File: config.mk
export PLATFORM = sky130hd
export DESIGN_NAME = csr_access_unit
export DESIGN_NICKNAME = d
export VERILOG_FILES = /design/src/rtl/csr_pkg.sv /design/src/rtl/csr_alu.sv /design/src/rtl/csr_access_unit.sv
export SDC_FILE = /design/constraint.sdc
export NUM_CORES = 1
export LEC_CHECK = 0
export BUFFER_PORTS_ARGS = -buffer_cell sky130_fd_sc_hd__buf_2
export CAP_MARGIN = 20
export CELL_PAD_IN_SITES_DETAIL_PLACEMENT = 0
export CELL_PAD_IN_SITES_GLOBAL_PLACEMENT = 1
export CORE_MARGIN = 5
export CORE_UTILIZATION = 45
export DETAILED_ROUTE_END_ITERATION = 7
export GPL_TIMING_DRIVEN = 0
export MAX_ROUTING_LAYER = met4
export PLACE_DENSITY = 0.91
export SKIP_CTS_REPAIR_TIMING = 1
export SYNTH_ARGS = -nofsm -noshare
export SYNTH_HDL_FRONTEND = slang
export SYNTH_SLANG_ARGS = --single-unit
File: constraint.sdc
create_clock -name CLK -period 7.7 [get_ports CLK]
set_input_delay 0.385 -clock CLK [delete_from_list [all_inputs] [get_ports CLK]]
set_output_delay 0.385 -clock CLK [all_outputs]
set_load 0.02 [all_outputs]
File: src/rtl/csr_pkg.sv
// Shared Zicsr definitions: funct3 codes, sequencer state encoding and CSR addresses.
// Used by the access sequencer, the CSR file and the trap path. No logic or latency here.
package csr_pkg;

    localparam int MXLEN_DEFAULT = 32;

    localparam logic [2:0] CSRRW  = 3'b001;
    localparam logic [2:0] CSRRS  = 3'b010;
    localparam logic [2:0] CSRRC  = 3'b011;
    localparam logic [2:0] CSRRWI = 3'b101;
    localparam logic [2:0] CSRRSI = 3'b110;
    localparam logic [2:0] CSRRCI = 3'b111;

    typedef enum logic [1:0] {
        IDLE  = 2'd0,
        READ  = 2'd1,
        WRITE = 2'd2,
        RESP  = 2'd3
    } csr_state_e;

    localparam logic [11:0] CSR_MSTATUS  = 12'h300;
    localparam logic [11:0] CSR_MIE      = 12'h304;
    localparam logic [11:0] CSR_MTVEC    = 12'h305;
    localparam logic [11:0] CSR_MSCRATCH = 12'h340;
    localparam logic [11:0] CSR_MEPC     = 12'h341;
    localparam logic [11:0] CSR_MCAUSE   = 12'h342;
    localparam logic [11:0] CSR_MHARTID  = 12'hF14;

    // funct3 values 000 and 100 are not Zicsr encodings.
    function automatic logic funct3_bad(input logic [2:0] f3);
        return f3[1:0] == 2'b00;
    endfunction

endpackage

File: src/rtl/csr_alu.sv
// CSR read-modify-write datapath: new value from old value and source operand.
// Purely combinational (zero latency), no flow control.
module csr_alu
    import csr_pkg::*;
#(
    parameter int MXLEN = MXLEN_DEFAULT
) (
    input  logic [2:0]       funct3_i,
    input  logic [MXLEN-1:0] old_i,
    input  logic [MXLEN-1:0] src_i,
    output logic [MXLEN-1:0] new_o
);

    always_comb begin
        new_o = old_i;
        case (funct3_i)
            CSRRW, CSRRWI: new_o = src_i;
            CSRRS, CSRRSI: new_o = old_i | src_i;
            CSRRC, CSRRCI: new_o = old_i & ~src_i;
            default:       new_o = old_i;
        endcase
    end

endmodule

File: src/rtl/csr_access_unit.sv
// Zicsr sequencer: one instruction at a time, IDLE->READ->WRITE->RESP, response 3 cycles after accept.
// Response holds while rsp_ready is low; no new request and no CSR access until it is taken.
module csr_access_unit
    import csr_pkg::*;
#(
    parameter int MXLEN = MXLEN_DEFAULT
) (
    input  logic             CLK,
    input  logic             reset,
    input  logic             req_valid,
    output logic             req_ready,
    input  logic [2:0]       req_funct3,
    input  logic [11:0]      req_csr_addr,
    input  logic [4:0]       req_rs1_field,
    input  logic [MXLEN-1:0] req_rs1_data,
    input  logic [4:0]       req_rd,
    output logic [11:0]      csr_addr,
    output logic             csr_rd_en,
    input  logic [MXLEN-1:0] csr_rdata,
    input  logic             csr_addr_illegal,
    output logic             csr_wr_en,
    output logic [MXLEN-1:0] csr_wdata,
    output logic             rsp_valid,
    input  logic             rsp_ready,
    output logic [4:0]       rsp_rd,
    output logic [MXLEN-1:0] rsp_rd_data,
    output logic             rsp_rd_we,
    output logic             rsp_illegal
);

    csr_state_e       state_q;
    logic [2:0]       funct3_q;
    logic [4:0]       rd_q;
    logic [MXLEN-1:0] src_q;
    logic [MXLEN-1:0] old_q;
    logic             do_write_q;
    logic             bad_f3_q;
    logic             illegal_q;

    logic             req_ready_q, csr_rd_en_q, csr_wr_en_q;
    logic [11:0]      csr_addr_q;
    logic [MXLEN-1:0] csr_wdata_q, rsp_rd_data_q;
    logic             rsp_valid_q, rsp_rd_we_q, rsp_illegal_q;
    logic [4:0]       rsp_rd_q;

    logic             bad_f3_d, is_rw_d, do_write_d, do_read_d, illegal_d;
    logic [MXLEN-1:0] src_d, new_d;

    assign bad_f3_d   = funct3_bad(req_funct3);
    assign is_rw_d    = req_funct3[1:0] == 2'b01;
    assign src_d      = req_funct3[2] ? {{(MXLEN-5){1'b0}}, req_rs1_field} : req_rs1_data;
    assign do_write_d = is_rw_d || (req_rs1_field != 5'd0);
    assign do_read_d  = !(is_rw_d && (req_rd == 5'd0));
    // Only meaningful while in READ, the one state where csr_addr_illegal is trusted.
    assign illegal_d  = bad_f3_q || csr_addr_illegal || (do_write_q && (csr_addr_q[11:10] == 2'b11));

    csr_alu #(.MXLEN(MXLEN)) u_alu (
        .funct3_i (funct3_q),
        .old_i    (csr_rdata),
        .src_i    (src_q),
        .new_o    (new_d)
    );

    always_ff @(posedge CLK or posedge reset) begin
        if (reset) begin
            state_q       <= IDLE;
            funct3_q      <= 3'd0;
            rd_q          <= 5'd0;
            src_q         <= '0;
            old_q         <= '0;
            do_write_q    <= 1'b0;
            bad_f3_q      <= 1'b0;
            illegal_q     <= 1'b0;
            req_ready_q   <= 1'b1;
            csr_rd_en_q   <= 1'b0;
            csr_wr_en_q   <= 1'b0;
            csr_addr_q    <= 12'd0;
            csr_wdata_q   <= '0;
            rsp_valid_q   <= 1'b0;
            rsp_rd_q      <= 5'd0;
            rsp_rd_data_q <= '0;
            rsp_rd_we_q   <= 1'b0;
            rsp_illegal_q <= 1'b0;
        end else begin
            case (state_q)
                IDLE: begin
                    if (req_valid) begin
                        funct3_q    <= req_funct3;
                        rd_q        <= req_rd;
                        src_q       <= src_d;
                        do_write_q  <= do_write_d;
                        bad_f3_q    <= bad_f3_d;
                        csr_addr_q  <= req_csr_addr;
                        csr_rd_en_q <= do_read_d && !bad_f3_d;
                        req_ready_q <= 1'b0;
                        state_q     <= READ;
                    end
                end
                READ: begin
                    old_q       <= csr_rdata;
                    illegal_q   <= illegal_d;
                    csr_rd_en_q <= 1'b0;
                    csr_wr_en_q <= do_write_q && !illegal_d;
                    csr_wdata_q <= (do_write_q && !illegal_d) ? new_d : '0;
                    state_q     <= WRITE;
                end
                WRITE: begin
                    csr_wr_en_q   <= 1'b0;
                    csr_wdata_q   <= '0;
                    rsp_valid_q   <= 1'b1;
                    rsp_rd_q      <= rd_q;
                    rsp_rd_data_q <= illegal_q ? '0 : old_q;
                    rsp_rd_we_q   <= (rd_q != 5'd0) && !illegal_q;
                    rsp_illegal_q <= illegal_q;
                    state_q       <= RESP;
                end
                RESP: begin
                    if (rsp_ready) begin
                        rsp_valid_q   <= 1'b0;
                        rsp_rd_q      <= 5'd0;
                        rsp_rd_data_q <= '0;
                        rsp_rd_we_q   <= 1'b0;
                        rsp_illegal_q <= 1'b0;
                        csr_addr_q    <= 12'd0;
                        req_ready_q   <= 1'b1;
                        state_q       <= IDLE;
                    end
                end
                default: state_q <= IDLE;
            endcase
        end
    end

    assign req_ready   = req_ready_q;
    assign csr_addr    = csr_addr_q;
    assign csr_rd_en   = csr_rd_en_q;
    assign csr_wr_en   = csr_wr_en_q;
    assign csr_wdata   = csr_wdata_q;
    assign rsp_valid   = rsp_valid_q;
    assign rsp_rd      = rsp_rd_q;
    assign rsp_rd_data = rsp_rd_data_q;
    assign rsp_rd_we   = rsp_rd_we_q;
    assign rsp_illegal = rsp_illegal_q;

endmodule
==> summary.md <==
| Metric | Value |
|---|---|
| Status | completed |
| Clock root cell | sky130_fd_sc_hd__clkbuf_16 |
| Min setup slack post-route | 5621 ps |
| Initial antenna violation count | 3 |
| Period minus WS final | 2079 ps |
| Power share of the sequential group | 35.4% |
| Area growth syn-to-layout | 25.68% |
| Setup repair after global routing missed its margin | no |
| Fraction of final layout cells with drive strength greater than 1 | 34.43% |
| Top-level port count | 181 |
| CP Cell Sequence | ha_1 -> buf_2 -> mux2i_1 -> buf_2 -> a22o_1 |
| Required time of the critical path | 8060 ps |
| Leakage | 4.402 nW |
| Worst reg-to-reg path cell count | 5 |
| Top flip-flop cell by instance count after synthesis | sky130_fd_sc_hd__dfrtp_1 |
| Area fraction of the dominant cell type after synthesis | 55.44% |
| Max-cap violations | 0 |
| Count of endpoints failing hold in the final timing report | 0 |
| Wire length after detailed routing | 19.07 mm |
| Maximum number of pins on one net before global-route repair | 119 |
| Clk sink count | 163 |
| Main combinational cell family by area after synthesis | compound AO/OA/AOI/OAI gates |
| Maximum count of clock buffers along a single path | 2 |
| Post-detailed-route count of antenna-violating nets | 0 |
| Async set or reset register ratio after synthesis | 100.0% |
| CTS H-tree depth | 4 |
| Synthesized flop and latch total | 163 |
| Simple-gate area share of the yosys netlist | 10.23% |
| Post-DP HPWL | 13.44 mm |
| Final critical-path share of the clock period | 27.00% |
| Total standard cell area after synthesis | 0.007312 sq mm |
| Reg-to-reg slack, setup | 5620 ps |
| Power Internal | 2.582 mW |
| # DRC | 0 |
| Sequential-to-total area share from yosys stat | 55.80% |
| IR drop worst, VDD | 0.2121 mV |
| Critical R2R Capture | rsp_rd_data[6]$_DFFE_PP0P_ |
| Pwr/cell area | 454.4 mW/mm^2 |
| Number of buffers added by the clock tree synthesis step | 17 |
| Horizontal die dimension | 137.5 um |
| Psw | 1.594 mW |
| Number of standard cells after synthesis | 641 |
| Area of the multi-input gates | 0.002758 sq mm |
| Worst Path Buf+Inv | 2 |
| Final routed wire length divided by cell count | 17.77 um |
| Die H | 137.5 um |
| Post-synth top area cell | sky130_fd_sc_hd__dfrtp_1 |
| Die Area | 0.01890 sq mm |
| First-pass GRT wire length | 29.95 mm |
| Gate family responsible for the most delay along the worst path | multiplexers |
| Routability Congestion | 0.7750 |
| Compound-cell area share of the yosys netlist | 14.87% |
| Count of input and output buffers | 179 |
| Number of global-route vias before repair | 5573 |
| Final net count | 939 |
| Residual overflow from global routing | 0 |
| Most instantiated library cell after synthesis | sky130_fd_sc_hd__dfrtp_1 |
| Transition time of the tightest slew-check pin | 729.2 ps |
| Total global routing track utilization | 21.31% |
| Floorplan core area | 0.01589 sq mm |
| Syn Nets | 739 |
| Startpoint of the most critical hold path | req_rd[1] |
| Logic gate share of total power | 42.0% |
| Highest Clock Rate | 480.9 MHz |
| Adder-Cell Fraction of Synth Area | 0.6845% |
| Total design power | 4.176 mW |
| Cell with the largest stage delay on the worst path | sky130_fd_sc_hd__mux2i_1 |
| Critical path class | reg2reg |
| Kind of start point of the critical path | flop |
| Count of flip-flops with a built-in enable after synthesis | 0 |
| Worst hold path endpoint | rd_q[1]$_DFFE_PP0P_ |
| Fill count | 1393 |
| Endpoint arrival time on the critical path | 2440 ps |
| Number of iterations in the first detailed-routing pass | 7 |
| Detailed Route Iter0 Violations | 448 |
| Avg Synthesized Cell Area | 11.41 sq um |
| Fin Setup TNS | 0 ps |
| Synth area leaders | sky130_fd_sc_hd__dfrtp_1 55%, sky130_fd_sc_hd__mux2_2 6.3%, sky130_fd_sc_hd__a22o_1 3.8% |
| Critical Path Fanout Max | 10 |
| Final Slew Violations | 0 |
| Clock input transition at the sequential cells of the worst setup and hold paths | 60 ps |
| Hold Path Depth | 2 |
| Area occupied by registers | 0.004080 sq mm |
| Classification of the worst-slack hold path | in2reg |
| Effective utilization at floorplan | 46.03% |
| Slowest cell delay on critical path | 650 ps |
| Parity-gate share of the synthesized area counting xor and xnor cells | 3.833% |
| Startpoint of the worst register-to-register path | state_q[0]$_DFFE_PP0P_ |
| Netlist cell types | 38 |
| Share of total power in the clock network | 22.7% |
| Nature of the critical path endpoint | flop |
| Worst path most repeated cell | sky130_fd_sc_hd__buf_2 |
| Final clock skew | 11.49 ps |
| Setup Slack @ Placement | 5624 ps |
| Portion of netlist area occupied by mux cells | 8.094% |
| Yosys warns | 0 |
| Setup violations, final | 0 |
| Worst rel slew slack | 50.00% |
| Vias | 5482 |
| Clock tree from TritonCTS | done |
| Vias per Instance | 5.109 |
| Top cells by count, synth | 162 x sky130_fd_sc_hd__dfrtp_1, 51 x sky130_fd_sc_hd__o21ai_0, 50 x sky130_fd_sc_hd__inv_1 |
| Worst-case hold slack | 200.5 ps |
| Clock latency on the worst-skew pair | 430 ps |
| Site Rows | 46 |
| Sw Ratio | 38.17% |
layout by cell type, fill, tap and decap left out, types with 2 or more instances in the layout:
cell	n
sky130_fd_sc_hd__a21oi_2	2
sky130_fd_sc_hd__nand2_1	42
sky130_fd_sc_hd__nor2_1	5
sky130_fd_sc_hd__buf_4	3
sky130_fd_sc_hd__a21oi_1	34
sky130_fd_sc_hd__bufinv_16	5
sky130_fd_sc_hd__o21ai_1	2
sky130_fd_sc_hd__clkinv_4	3
sky130_fd_sc_hd__nand2b_1	28
sky130_fd_sc_hd__and2_1	32
sky130_fd_sc_hd__buf_1	2
sky130_fd_sc_hd__clkbuf_8	2
sky130_fd_sc_hd__buf_6	9
sky130_fd_sc_hd__dfrtp_1	162
sky130_fd_sc_hd__a22o_1	32
sky130_fd_sc_hd__nor2b_1	2
sky130_fd_sc_hd__mux2_2	41
sky130_fd_sc_hd__ha_1	4
sky130_fd_sc_hd__xnor2_1	32
sky130_fd_sc_hd__a211oi_2	2
sky130_fd_sc_hd__o32ai_2	2
sky130_fd_sc_hd__nand4b_1	12
sky130_fd_sc_hd__mux2i_1	13
sky130_fd_sc_hd__o21ai_0	51
sky130_fd_sc_hd__clkinv_2	2
sky130_fd_sc_hd__clkbuf_1	17
sky130_fd_sc_hd__buf_2	197
sky130_fd_sc_hd__or4_1	2
sky130_fd_sc_hd__inv_1	49
sky130_fd_sc_hd__o32ai_1	30
sky130_fd_sc_hd__diode_2	3
sky130_fd_sc_hd__nor3_1	2
sky130_fd_sc_hd__clkbuf_16	17
power by group through the flow:
stage               Combinational (mW)  Clock, mW  Sequential [mW]
finish                            1.75      0.946             1.48
global route                      1.93       1.00             1.52
CTS                               1.78      0.961             1.48
detailed placement                1.77          0             1.49
global placement                  1.72          0             1.48
floorplan                         1.05          0             1.65
area by class of cell:
cell class | instances | area share, %
plain buffers | 49 | 3.118
well taps | 216 | 2.941
clock buffers | 20 | 4.969
clock inverters | 12 | 2.206
diodes | 3 | 0.08169
multi-input cells | 379 | 30.01
repair buffers | 181 | 10.16
flip-flops and latches | 163 | 44.40
inverters | 50 | 2.124
how the worst max path moves through the flow:
stage	start	endpoint	slack, ps	cells past startpoint
final	state_q[0]$_DFFE_PP0P_	rsp_rd_data[6]$_DFFE_PP0P_	5620	5
after global routing	state_q[0]$_DFFE_PP0P_	csr_wdata[5]$_DFFE_PP0P_	5450	6
after CTS	state_q[0]$_DFFE_PP0P_	csr_wdata[23]$_DFFE_PP0P_	5570	6
after detailed placement	state_q[0]$_DFFE_PP0P_	rsp_rd_data[6]$_DFFE_PP0P_	5620	5
after global placement	reset	rsp_rd_data[25]$_DFFE_PP0P_	950	2
after floorplan	reset	bad_f3_q$_DFFE_PP0P_	2910	1
through the flow:
stage	utilization, %	cell area, sq um	std cells
CTS	57.74	9173	1069
global placement	53.37	8478	1036
detailed placement	53.59	8513	1037
global route	57.85	9190	1073
finish	57.85	9190	1073
floorplan	-	7312	641
per-layer routing:
metal,track usage (%),vias up,share of wire (%)
met1,28.10,2677,45
met5,-,-,0
met2,33.16,156,47
li1,-,2625,-
met4,5.710,0,1.5
met3,5.186,24,6.1
cell families (layout without fill, tap and decap cells):
family,count (synthesis),count (layout)
multiplexers,54,54
adder cells (fa/ha/maj),4,4
AND/OR/NAND/NOR,130,130
flip-flops,163,163
buffers and inverters,99,312
AO/OA/AOI/OAI,159,159
XOR/XNOR,32,32
other,0,3
sequential cells by signal, summed over array words and instances, names as in the netlist, 2 cells and up:
| register | flops |
|---|---|
| csr_wdata | 32 |
| src_q | 32 |
| rsp_rd_data | 32 |
| rsp_rd | 5 |
| old_q | 32 |
| csr_addr | 12 |
| state_q | 2 |
| rd_q | 5 |
| funct3_q | 2 |
Note: power is estimated with default switching activity, not from simulation.
